$ cat src/rtl/mips_mc_controller.sv
// Multicycle MIPS main control FSM: sequences fetch/decode/execute/memory/writeback
// and drives datapath selects and enables from the latched opcode.
module mips_mc_controller #(
  parameter int MEM_HANDSHAKE = 1,
  parameter int EXTRA_INSTR   = 1
) (
  input  logic       clk,
  input  logic       reset,
  input  logic [5:0] op,
  input  logic       zero,
  input  logic       mem_ready,
  output logic [3:0] state,
  output logic       PCEn,
  output logic       lorD,
  output logic       MemWrite,
  output logic       IRWrite,
  output logic       RegDst,
  output logic       MemtoReg,
  output logic       RegWrite,
  output logic       ALUSrcA,
  output logic [2:0] ALUSrcB,
  output logic [1:0] ALUOp,
  output logic [1:0] PCSrc,
  output logic       illegal_op
);

  typedef enum logic [3:0] {
    S_FETCH  = 4'd0,
    S_DECODE = 4'd1,
    S_MEMADR = 4'd2,
    S_MEMRD  = 4'd3,
    S_MEMWB  = 4'd4,
    S_MEMWR  = 4'd5,
    S_RTYPE  = 4'd6,
    S_ALUWB  = 4'd7,
    S_BEQ    = 4'd8,
    S_IEXEC  = 4'd9,
    S_IWB    = 4'd10,
    S_JUMP   = 4'd11,
    S_BNE    = 4'd12
  } state_t;

  localparam logic [5:0] OP_RTYPE = 6'b000000;
  localparam logic [5:0] OP_LW    = 6'b100011;
  localparam logic [5:0] OP_SW    = 6'b101011;
  localparam logic [5:0] OP_BEQ   = 6'b000100;
  localparam logic [5:0] OP_BNE   = 6'b000101;
  localparam logic [5:0] OP_ADDI  = 6'b001000;
  localparam logic [5:0] OP_ORI   = 6'b001101;
  localparam logic [5:0] OP_J     = 6'b000010;

  state_t cur;
  state_t dec_next;
  logic   dec_illegal;
  logic   is_ori;
  logic   ready;
  logic   pc_write;
  logic   branch;
  logic   branch_ne;

  assign state = cur;
  assign ready = (MEM_HANDSHAKE != 0) ? mem_ready : 1'b1;

  always_comb begin
    dec_next    = S_FETCH;
    dec_illegal = 1'b0;
    case (op)
      OP_RTYPE:      dec_next = S_RTYPE;
      OP_LW, OP_SW:  dec_next = S_MEMADR;
      OP_BEQ:        dec_next = S_BEQ;
      OP_ADDI:       dec_next = S_IEXEC;
      OP_J:          dec_next = S_JUMP;
      OP_BNE:
        if (EXTRA_INSTR != 0) dec_next = S_BNE;
        else                  dec_illegal = 1'b1;
      OP_ORI:
        if (EXTRA_INSTR != 0) dec_next = S_IEXEC;
        else                  dec_illegal = 1'b1;
      default:       dec_illegal = 1'b1;
    endcase
  end

  always_ff @(posedge clk) begin
    if (reset) begin
      cur    <= S_FETCH;
      is_ori <= 1'b0;
    end else begin
      case (cur)
        S_FETCH:  if (ready) cur <= S_DECODE;
        S_DECODE: begin
          is_ori <= (op == OP_ORI) && (EXTRA_INSTR != 0);
          cur    <= dec_next;
        end
        S_MEMADR: cur <= (op == OP_LW) ? S_MEMRD : S_MEMWR;
        S_MEMRD:  if (ready) cur <= S_MEMWB;
        S_MEMWR:  if (ready) cur <= S_FETCH;
        S_RTYPE:  cur <= S_ALUWB;
        S_IEXEC:  cur <= S_IWB;
        S_MEMWB, S_ALUWB, S_IWB, S_BEQ, S_BNE, S_JUMP: cur <= S_FETCH;
        default:  cur <= S_FETCH;
      endcase
    end
  end

  // Controls are decoded from the state register; only the handshake-qualified
  // strobes and the branch-qualified PC enable also look at live inputs.
  always_comb begin
    pc_write   = 1'b0;
    branch     = 1'b0;
    branch_ne  = 1'b0;
    lorD       = 1'b0;
    MemWrite   = 1'b0;
    IRWrite    = 1'b0;
    RegDst     = 1'b0;
    MemtoReg   = 1'b0;
    RegWrite   = 1'b0;
    ALUSrcA    = 1'b0;
    ALUSrcB    = '0;
    ALUOp      = '0;
    PCSrc      = '0;
    illegal_op = 1'b0;
    if (!reset) begin
      case (cur)
        S_FETCH: begin
          ALUSrcB  = 3'b001;
          IRWrite  = ready;
          pc_write = ready;
        end
        S_DECODE: begin
          ALUSrcB    = 3'b011;
          illegal_op = dec_illegal;
        end
        S_MEMADR: begin
          ALUSrcA = 1'b1;
          ALUSrcB = 3'b010;
        end
        S_MEMRD: lorD = 1'b1;
        S_MEMWB: begin
          MemtoReg = 1'b1;
          RegWrite = 1'b1;
        end
        S_MEMWR: begin
          lorD     = 1'b1;
          MemWrite = ready;
        end
        S_RTYPE: begin
          ALUSrcA = 1'b1;
          ALUOp   = 2'b10;
        end
        S_ALUWB: begin
          RegDst   = 1'b1;
          RegWrite = 1'b1;
        end
        S_BEQ, S_BNE: begin
          ALUSrcA   = 1'b1;
          ALUOp     = 2'b01;
          PCSrc     = 2'b01;
          branch    = (cur == S_BEQ);
          branch_ne = (cur == S_BNE);
        end
        S_IEXEC: begin
          ALUSrcA = 1'b1;
          ALUSrcB = is_ori ? 3'b100 : 3'b010;
          ALUOp   = is_ori ? 2'b11 : 2'b00;
        end
        S_IWB: RegWrite = 1'b1;
        S_JUMP: begin
          PCSrc    = 2'b10;
          pc_write = 1'b1;
        end
        default: ;
      endcase
    end
  end

  assign PCEn = pc_write | (branch & zero) | (branch_ne & ~zero);

endmodule
$ cat config.mk
export PLATFORM = sky130hd
export DESIGN_NAME = mips_mc_controller
export DESIGN_NICKNAME = d
export VERILOG_FILES = /design/src/rtl/mips_mc_controller.sv
export SDC_FILE = /design/constraint.sdc
export NUM_CORES = 1
export LEC_CHECK = 0
export BUFFER_PORTS_ARGS = -buffer_cell sky130_fd_sc_hd__buf_4
export CAP_MARGIN = 20
export CORE_MARGIN = 4
export CORE_UTILIZATION = 43
export CTS_BUF_LIST = sky130_fd_sc_hd__clkbuf_4
export CTS_CLUSTER_DIAMETER = 40
export DETAILED_ROUTE_END_ITERATION = 10
export PLACE_DENSITY = 0.77
export SYNTH_ARGS = -nofsm -noshare
export SYNTH_HDL_FRONTEND = slang
export SYNTH_SLANG_ARGS = --single-unit
$ cat constraint.sdc
create_clock -name clk -period 1.8 [get_ports clk]
set_input_delay 0.36 -clock clk [delete_from_list [all_inputs] [get_ports clk]]
set_output_delay 0.36 -clock clk [all_outputs]
set_load 0.03 [all_outputs]
==> results of run 1 <==
==> metrics by stage <==
stage / std cells / area, µm² / total power [mW]
after global placement: 144 / 1054 / 0.2547
final: 157 / 1256 / 0.4427
after CTS: 148 / 1112 / 0.4104
after global routing: 157 / 1256 / 0.4645
after detailed placement: 144 / 1054 / 0.2591
after floorplan: 99 / 788.3 / 0.1999
==> repair_timing <==
item                                    4_1_cts  5_1_grt
pin swaps                                     0        8
buffers inserted                              0       11
endpoints found under the setup margin        9        8
gates resized for setup                       9       24
endpoints found under the hold margin         0        0
==> power groups by stage <==
stage	Clock (mW)	Sequential (mW)	Combinational, mW
after global placement	0	0.120	0.135
after detailed placement	0	0.120	0.139
after floorplan	0	0.120	0.0796
after CTS	0.152	0.115	0.142
after global routing	0.173	0.115	0.177
final	0.159	0.114	0.169
==> layout by cell type (no fill, tap or decap), drive strengths merged <==
cell | synthesis | routed
a221oi | 1 | 1
nor4 | 4 | 4
nand2b | 7 | 7
nand2 | 5 | 5
buf | 2 | 49
nor2 | 9 | 9
or2 | 1 | 1
xnor2 | 3 | 3
o311ai | 1 | 1
a31oi | 2 | 2
o32a | 1 | 1
o21bai | 1 | 1
a211o | 1 | 1
clkbuf | 8 | 4
or4 | 3 | 3
and3 | 1 | 1
or4b | 1 | 1
or3 | 2 | 2
nor2b | 1 | 1
xor2 | 1 | 1
nor3 | 10 | 10
inv | 3 | 3
a32oi | 1 | 1
a21oi | 7 | 7
nand3 | 2 | 2
and2 | 1 | 1
o31ai | 2 | 2
o21a | 1 | 1
a311oi | 1 | 1
o21ai | 7 | 7
a211oi | 2 | 2
nand3b | 1 | 1
nor4b | 1 | 1
dfxtp | 5 | 5
==> kinds of logic after synthesis <==
logic type                Yosys count
buffers and inverters              13
xor gates and xnor gates            4
AOI/OAI and AO/OA                  28
DFF                                 5
and+or+nand+nor                    49
==> cells in the mapped netlist (2+ instances only) <==
cell and number:
a211oi_1 2, a21oi_1 7, a31oi_1 2, clkbuf_1 8, dfxtp_1 5, inv_1 3, nand2_1 5, nand2b_1 6
nand3_1 2, nor2_1 9, nor3_1 10, nor4_1 4, o21ai_0 7, o31ai_1 2, or3_1 2, or4_1 2
xnor2_1 3
==> layer usage <==
layer | wire [µm] | global-route usage (%)
met2 | 1747 | 40.64
met5 | 0 | 0
met3 | 252 | 3.831
met4 | 194 | 11.05
met1 | 1216 | 25.45
==> flip-flops by register name (all words and copies together), names as in the netlist <==
name,cells
state,4
is_ori,1
==> critical path, stage by stage (launching register included) <==
cell and delay [ns]:
dfxtp_4 0.38, buf_4 0.16, buf_4 0.13, nor2_4 0.14
a21oi_1 0.09, nor3_2 0.16, buf_4 0.21
==> path summary, 6_finish.rpt <==
| check | end | slack [ns] | cells after the start |
|---|---|---|---|
| worst min register to register | is_ori | 0.58 | 2 |
| worst min-delay path | state[0] | 0.44 | 3 |
| worst max register to register | state[2] | 0.01 | 4 |
| worst max-delay path | ALUSrcB[1] | -0.09 | 6 |
==> cell type report <==
| class | count | area, µm² |
|---|---|---|
| clock buffer | 4 | 30.03 |
| fill | 53 | 110.1 |
| inverter | 3 | 11.26 |
| multi-input combinational | 81 | 690.7 |
| sequential | 5 | 115.1 |
| tap | 15 | 18.77 |
| timing repair buffer | 49 | 390.4 |
==> key figures, run 1 <==
Run status
  • Status: complete, but fails checks
  • Failing checks: negative setup slack

Detailed routing
  • Initial DRC Count: 64
  • Drt via density: 6.605
  • DRT antenna net count: 0
  • Total number of vias: between 1,000 and 1,500
  • Initial DRT Pass Iterations: 4
  • Wirelength, routed: 3412 µm
  • WL/cell: 21.73 µm
  • DRC viols: 0

Pwr
  • Worst ir drop on vdd: 0.4535 mV
  • Clk pwr share: 36.0%
  • Leakage power: 0.5132 nW
  • P per Cell Area: 352.4 mW/mm²
  • Switching power total: 0.1637 mW
  • Combinational power share: a little under two fifths
  • Sw Ratio: 36.98%
  • Flop pwr share: 25.8%
  • Pint: 0.2790 mW

Timing
  • Minimum clock period: around 1.9 ns
  • Min Hold Slack: 0.4409 ns
  • Sum of negative setup slack: -0.1586 ns
  • Slew HR: 65.08%
  • RSZ-0062 raised after global routing: yes
  • Tightest Pin Transition: roughly 0.52 ns
  • Clk_skew: 0.0008153 ns
  • Fin. Hold Viols: 0
  • Fin crit share: 104.9%
  • Finish-stage setup viols: 3
  • Final worst slack: -0.08827 ns
  • Max Freq: 529.6 MHz
  • Final Slew Violations: 0

Synth
  • Mux contribution to synthesized area: 0%
  • Number of synthesized register bits: 5
  • Post-synth EDFFs: 0
  • Adder-Cell Fraction of Synth Area: 0%
  • Synth Warn #: 0
  • Yosys top cell by area: dfxtp_1
  • Post-Synth XOR/XNOR Area: 5.293%
  • Area of the mapped netlist: 661.9 µm²
  • Post-synth ARST share: 0%
  • Synth Area in Simple Gates: 42.72%
  • Net Count, Synth: 109
  • Gate Count Post-Synth: 99
  • Yosys cell types: 37
  • Complex-gate fraction of the synthesized area: 28.36%
  • Synth area leaders: dfxtp_1, nor3_1, nand2b_1, a21oi_1, o21ai_0
  • Primary FF master, synth: dfxtp_1
  • Synthesized area per cell: approximately 6.7 µm²
  • Yosys top cell area share: between 10% and 20%
  • Seq/Total Area, Yosys: 15.12%
  • Largest family of logic cells by synthesized area: simple AND/OR/NAND/NOR gates

Clock network
  • Clock Path Buffers: 2
  • Root buffer cell: clkbuf_4
  • Clock sink count: 5
  • CTS buffer count: 3
  • H-tree depth: 1
  • Clk slew on worst S/H paths: 0.05 ns
  • CTS tree: yes
  • Clk_lat worst skew: 0.25 ns
  • # hold bufs at CTS: 0

GRT
  • GR Util All Layers: a little under a quarter
  • First-pass GRT wire length: 3581 µm
  • Initial antenna violation count: 0
  • Vias in the first global route: 814
  • Gr ovfl total: 0
  • Largest net degree at the start of global routing: 15

Cells and area
  • Share of layout cells above drive strength 1: about three fifths
  • Area delta synth->final: 89.79%
  • ANT cells: 0
  • Nets: 153
  • Final core occ: 91.94%

Placement
  • Placer Congestion: 0.8193
  • Pre-CTS setup slack: around 0.026 ns
  • HPWL after DPL: approximately 1800 µm
  • Number of port buffers: 29

Floorplanning
  • IO Pins: 30
  • Initial Util: 48.44%
  • Die W: between 40 and 50 µm
  • Die Area: 0.002231 mm²
  • Core Area: roughly 0.0014 mm²
  • Die Ht: 47.24 µm
  • # rows: 13

Worst setup path
  • Worst Path Max Fanout: 6
  • CP Class: reg -> out
  • CP startpoint: state[0]
  • WP data required: 1.44 ns
  • Worst reg2reg startpoint: state[2]
  • Critical Path AT: 1.53 ns
  • Crit path capture type: output pin
  • Setup crit start kind: flip-flop

Job
  • Max_cap viols: 0

Worst hold path
  • Hold Crit Start: op[5]
  • Min-Delay Path Class: in -> reg
Power figures use the tool's default switching activity.
==> inputs of run 2 (changes only) <==
--- a/config.mk
+++ b/config.mk
@@ -8,11 +8,11 @@
 export BUFFER_PORTS_ARGS = -buffer_cell sky130_fd_sc_hd__buf_4
 export CAP_MARGIN = 20
 export CORE_MARGIN = 4
-export CORE_UTILIZATION = 43
+export CORE_UTILIZATION = 44
 export CTS_BUF_LIST = sky130_fd_sc_hd__clkbuf_4
 export CTS_CLUSTER_DIAMETER = 40
 export DETAILED_ROUTE_END_ITERATION = 10
-export PLACE_DENSITY = 0.77
+export PLACE_DENSITY = 0.76
 export SYNTH_ARGS = -nofsm -noshare
 export SYNTH_HDL_FRONTEND = slang
 export SYNTH_SLANG_ARGS = --single-unit
==> constraint.sdc (replaced) <==
create_clock -name clk -period 2.3 [get_ports clk]
set_input_delay 0.23 -clock clk [delete_from_list [all_inputs] [get_ports clk]]
set_output_delay 0.23 -clock clk [all_outputs]
set_load 0.03 [all_outputs]
==> key figures, run 2 (same netlist as run 1, synthesis figures left out) <==
Clock network
  • Clk_lat worst skew: roughly 0.26 ns
  • CTS buffer count: 3
  • Clock Path Buffers: 2
  • CTS resizes: 0
  • H-tree depth: 1
  • Post-CTS Setup Bufs: 0
  • Clk slew on worst S/H paths: 0.05 ns
  • # hold bufs at CTS: 0
  • CTS tree: yes
  • Root buffer cell: clkbuf_4
  • Clock sink count: 5

GRT
  • GR Util All Layers: approximately a fifth
  • Largest net degree at the start of global routing: 22
  • First-pass GRT wire length: 3291 µm
  • Vias in the first global route: about 730
  • Gr ovfl total: 0
  • Initial antenna violation count: 0

Worst setup path
  • Reg-to-reg setup timing slack: 0.31 ns
  • Worst Path Max Fanout: 21
  • CP Class: reg -> out
  • Worst reg2reg startpoint: state[0]
  • Critical Path AT: 1.86 ns
  • Reg-to-reg endpoint: state[2]
  • WP data required: between 2 and 2.5 ns
  • R2R depth: 4
  • Setup crit start kind: flip-flop
  • Crit path capture type: output pin

Timing
  • Fin crit share: 90.77%
  • RSZ-0062 raised after global routing: no
  • Tightest Pin Transition: 0.6535 ns
  • Sum of negative setup slack: 0 ns
  • Slew HR: 56.38%
  • Fin. Hold Viols: 0
  • Clk_skew: 0.008100 ns
  • Max Freq: 479.0 MHz
  • Finish-stage setup viols: 0
  • Final worst slack: 0.2124 ns
  • Minimum clock period: 2.088 ns
  • Final Slew Violations: 0

Detailed routing
  • DRC viols: 0
  • Drt via density: 6.266
  • Initial DRC Count: 27
  • DRT antenna net count: 0
  • DR top layer: met4
  • Wirelength, routed: 2090 µm
  • Met2 wire len: 1054 µm
  • WL met3: 179 µm
  • Met1 Wirelength: 823 µm
  • WL/cell: 15.04 µm
  • Total number of vias: around 870
  • Initial DRT Pass Iterations: 4

Cells and area
  • Share of layout cells above drive strength 1: 33.06%
  • Number of flip-flops in the largest register: 4
  • Most common cell after layout, fill and taps aside: buf_4
  • Area delta synth->final: 37.24%
  • Fin cells: 139
  • Most frequent cells in the layout: buf_4, nor3_1, nor2_1
  • Nets: 135
  • ANT cells: 0

Placement
  • HPWL after DPL: 1587 µm
  • Placer Congestion: 0.8452
  • Inst Count DP: 135
  • Number of port buffers: 29
  • Pre-CTS setup slack: 0.3303 ns

Job
  • Max_cap viols: 0

Worst hold path
  • Worst Hold Path Cells: 2
  • Worst Hold End: state[2]
  • Hold Crit Start: reset
  • Min-Delay Path Class: in -> reg

Run status
  • Status: complete, no violations

Floorplanning
  • # rows: 13
  • Initial Util: 48.44%
  • Die Ht: 46.79 µm
  • Die Area: 0.002189 mm²
  • Core Area: 0.001366 mm²
  • IO Pins: 30
  • Die W: between 40 and 50 µm

Pwr
  • Leakage power: 0.3534 nW
  • Worst ir drop on vdd: between 0.3 and 0.4 mV
  • P per Cell Area: about 320 mW/mm²
==> run 2: cell count changes in the layout (fill, tap and decap cells not counted), sizes merged <==
cell | previous run | this run
clkinv | 0 | 1
clkbuf | 4 | 3
buf | 49 | 31
==> run 2: critical path: stages, from the launching register on <==
cell	delay (ns)
dfxtp_1	0.74
nand2b_1	0.24
nor2_1	0.23
a21oi_1	0.06
nor3_1	0.14
buf_4	0.19
==> run 2: stage by stage <==
| stage | hold WS (ns) | cell area, µm² | total power, mW | util (%) |
|---|---|---|---|---|
| global placement | 0.4847 | 880.8 | 0.1829 | 64.47 |
| CTS | 0.2717 | 908.4 | 0.2927 | 66.48 |
| detailed placement | 0.4868 | 880.8 | 0.1854 | 64.47 |
| global route | 0.2891 | 908.4 | 0.3079 | 66.48 |
| floorplan | 0.3335 | 674.4 | 0.1485 | - |
| finish | 0.2750 | 908.4 | 0.2935 | 66.48 |
==> run 2: final cells by class <==
| type | count | area (µm²) |
|---|---|---|
| Fill cell | 140 | 457.9 |
| Clock inverter | 1 | 5.005 |
| Clock buffer | 3 | 22.52 |
| Tap cell | 15 | 18.77 |
| Multi-Input combinational cell | 81 | 518.0 |
| Inverter | 3 | 11.26 |
| Timing Repair Buffer | 31 | 232.7 |
| Sequential cell | 5 | 100.1 |
==> run 2: how the worst max path moves through the flow <==
stage / startpoint / slack, ns / to / cells after the start
3_5_place_dp: state[0] / 0.33 / state[2] / 4
6_report: state[1] / 0.21 / ALUSrcB[1] / 5
3_3_place_gp: state[0] / 0.42 / state[2] / 4
2_1_floorplan: state[0] / 0.07 / ALUOp[0] / 4
5_1_grt: state[1] / 0.002 / ALUSrcB[1] / 5
4_1_cts: state[1] / 0.24 / ALUSrcB[1] / 5
==> run 2: layer usage <==
layer / vias up / track usage [%]
met1: 402 / 24.89
met3: 5 / 2.682
met2: 43 / 35.23
met4: 0 / 12.71
met5: - / 0
li1: 421 / -
==> run 2: where the power goes <==
part | total, mW | switching (mW) | internal, mW
logic | 0.0908 | 0.0541 | 0.0366
clock network | 0.109 | 0.0456 | 0.0635
registers | 0.0938 | 0.00537 | 0.0884
==> inputs of run 3 (changes only) <==
--- a/config.mk
+++ b/config.mk
@@ -5,6 +5,7 @@
 export SDC_FILE = /design/constraint.sdc
 export NUM_CORES = 1
 export LEC_CHECK = 0
+export ABC_AREA = 1
 export BUFFER_PORTS_ARGS = -buffer_cell sky130_fd_sc_hd__buf_4
 export CAP_MARGIN = 20
 export CORE_MARGIN = 4
@@ -12,7 +13,7 @@
 export CTS_BUF_LIST = sky130_fd_sc_hd__clkbuf_4
 export CTS_CLUSTER_DIAMETER = 40
 export DETAILED_ROUTE_END_ITERATION = 10
-export PLACE_DENSITY = 0.76
+export PLACE_DENSITY = 0.78
 export SYNTH_ARGS = -nofsm -noshare
 export SYNTH_HDL_FRONTEND = slang
 export SYNTH_SLANG_ARGS = --single-unit
==> key figures, run 3 <==
Run status
  • Status: complete, no violations

Timing
  • Max Freq: 553.5 MHz
  • Fin crit share: 78.55%
  • RSZ-0062 raised after global routing: no
  • Tightest Pin Transition: 0.4055 ns
  • Finish-stage setup viols: 0
  • Clk_skew: around 0.00070 ns
  • Fin. Hold Viols: 0
  • Minimum clock period: 1.807 ns
  • Sum of negative setup slack: 0 ns
  • Slew HR: 72.87%
  • Final Slew Violations: 0

Placement
  • Placer Congestion: 0.8972
  • Inst Count DP: 149
  • HPWL after DPL: 1562 µm
  • Number of port buffers: 29
  • Placed inst area: 808.3 µm²

Cells and area
  • ANT cells: 0
  • Most common cell after layout, fill and taps aside: buf_4
  • Nets: 150
  • Post-Layout Inst Area: 838.3 µm²
  • Number of flip-flops in the largest register: 4
  • Final core occ: 71.58%
  • Area delta synth->final: 45.97%
  • Fin cells: 153
  • # fillers: between 100 and 150
  • Most frequent cells in the layout: buf_4, nand2_1, nor2_1
  • Area of the multi-input gates: 416.7 µm²
  • FF/Latch Area: between 100 and 150 µm²
  • Share of layout cells above drive strength 1: between 20% and 30%

Synth
  • Yosys top cell area share: 18.30%
  • Most common cell in the synthesized netlist: nand2_1
  • Primary FF master, synth: dfxtp_1
  • Gate Count Post-Synth: 107
  • Synth Warn #: 0
  • Synthesized area per cell: 5.367 µm²
  • Yosys top cell by area: nand2_1
  • Seq/Total Area, Yosys: 17.43%
  • Post-synth EDFFs: 0
  • Commonest cells post-synth: nand2_1, nor2_1, inv_1
  • Number of synthesized register bits: 5
  • Net Count, Synth: 117
  • Yosys cell types: 19
  • Post-synth ARST share: 0%
  • Area of the mapped netlist: 574.3 µm²
  • Synth area leaders: nand2_1, dfxtp_1, nor2_1, inv_1, a21oi_1

Worst setup path
  • Buffers & Inverters on Critical Path: 2
  • Reg-to-reg setup timing slack: around 0.9 ns
  • Worst path depth: 7
  • Cells along the critical path: inv_1, nor2_1, nand2_1, nand2_1, nor2_1, a21oi_1, buf_4
  • Crit-path leading delay family: simple AND/OR/NAND/NOR gates
  • Critical Path AT: 1.58 ns
  • Max stage delay on crit path: 0.42 ns
  • WP data required: 2.07 ns
  • CP Class: reg -> out
  • Worst Path Max Fanout: 5
  • Crit path capture type: output pin
  • CP max stage cell: dfxtp_1
  • R2R depth: 9
  • Setup crit start kind: flip-flop

Clock network
  • Root buffer cell: clkbuf_4
  • Clk_lat worst skew: 0.24 ns
  • Post-CTS Setup Bufs: 0
  • CTS tree: yes
  • CTS resizes: 0
  • Clk slew on worst S/H paths: 0.04 ns
  • CTS buffer count: 3
  • # hold bufs at CTS: 0
  • Clock sink count: 5
  • H-tree depth: 1
  • Clock Path Buffers: 2

GRT
  • Vias in the first global route: 691
  • Largest net degree at the start of global routing: 14
  • GR Util All Layers: 19.55%
  • Initial antenna violation count: 0
  • First-pass GRT wire length: 2939 µm
  • Gr ovfl total: 0

Floorplanning
  • Core Area: 0.001171 mm²
  • Die Area: 0.001947 mm²
  • Die Ht: 44.13 µm
  • Die W: 44.13 µm
  • Initial Util: 49.04%
  • IO Pins: 30
  • # rows: 12

Detailed routing
  • Drt via density: around 5.2
  • DRT antenna net count: 0
  • Total number of vias: between 700 and 800
  • DRC viols: 0
  • Initial DRT Pass Iterations: 4
  • WL/cell: 11.95 µm
  • Initial DRC Count: 23
  • Wirelength, routed: 1829 µm

Pwr
  • P per Cell Area: ~380 mW/mm²
  • Power, Total: 0.3227 mW
  • Worst ir drop on vdd: roughly 0.3 mV
  • Leakage power: 0.4818 nW

Job
  • Max_cap viols: 0

Worst hold path
  • Min-Delay Path Class: in -> reg
  • Worst Hold Path Cells: 2
==> run 3: final cells by class <==
cell class                 instances  share of cell area [%]
multi-input combinational         86                   49.70
timing repair buffer              29                   25.97
sequential                         5                   11.94
inverter                          15                   6.716
clock buffer                       4                   3.582
tap                               14                   2.090
==> run 3: worst paths after layout <==
check / endpoint / startpoint
max: ALUSrcA / state[2]
min: state[0] / reset
max reg2reg: state[1] / state[0]
min reg2reg: state[0] / state[0]
==> run 3: kinds of logic after synthesis <==
family                    after synthesis  share of synthesized area (%)
and+or+nand+nor                        69                          53.81
AOI/OAI and AO/OA                      16                          16.12
DFF                                     5                          17.43
buffers and inverters                  16                          11.11
xor gates and xnor gates                1                          1.525
==> run 3: routing by layer <==
layer  GRT usage [%]  vias up  routed length (µm)
li1                -      415                   -
met1           28.95      360                 877
met2           29.65       22                 854
met3           1.220        0                  97
met4           6.627        0                   0
met5               0        -                   0
==> run 3: where the power goes <==
part / switching [mW] / leakage, nW / internal, mW
combinational: 0.0712 / 0.423 / 0.0418
clock: 0.0347 / 0.0184 / 0.0773
sequential: 0.00578 / 0.0408 / 0.0919
==> run 3: metrics by stage <==
stage	hold slack, ns	worst slack [ns]
global route	0.2787	0.2851
CTS	0.2578	0.5012
finish	0.2655	0.4932
global placement	0.5097	0.7460
detailed placement	0.5130	0.7620
floorplan	0.4276	0.2275
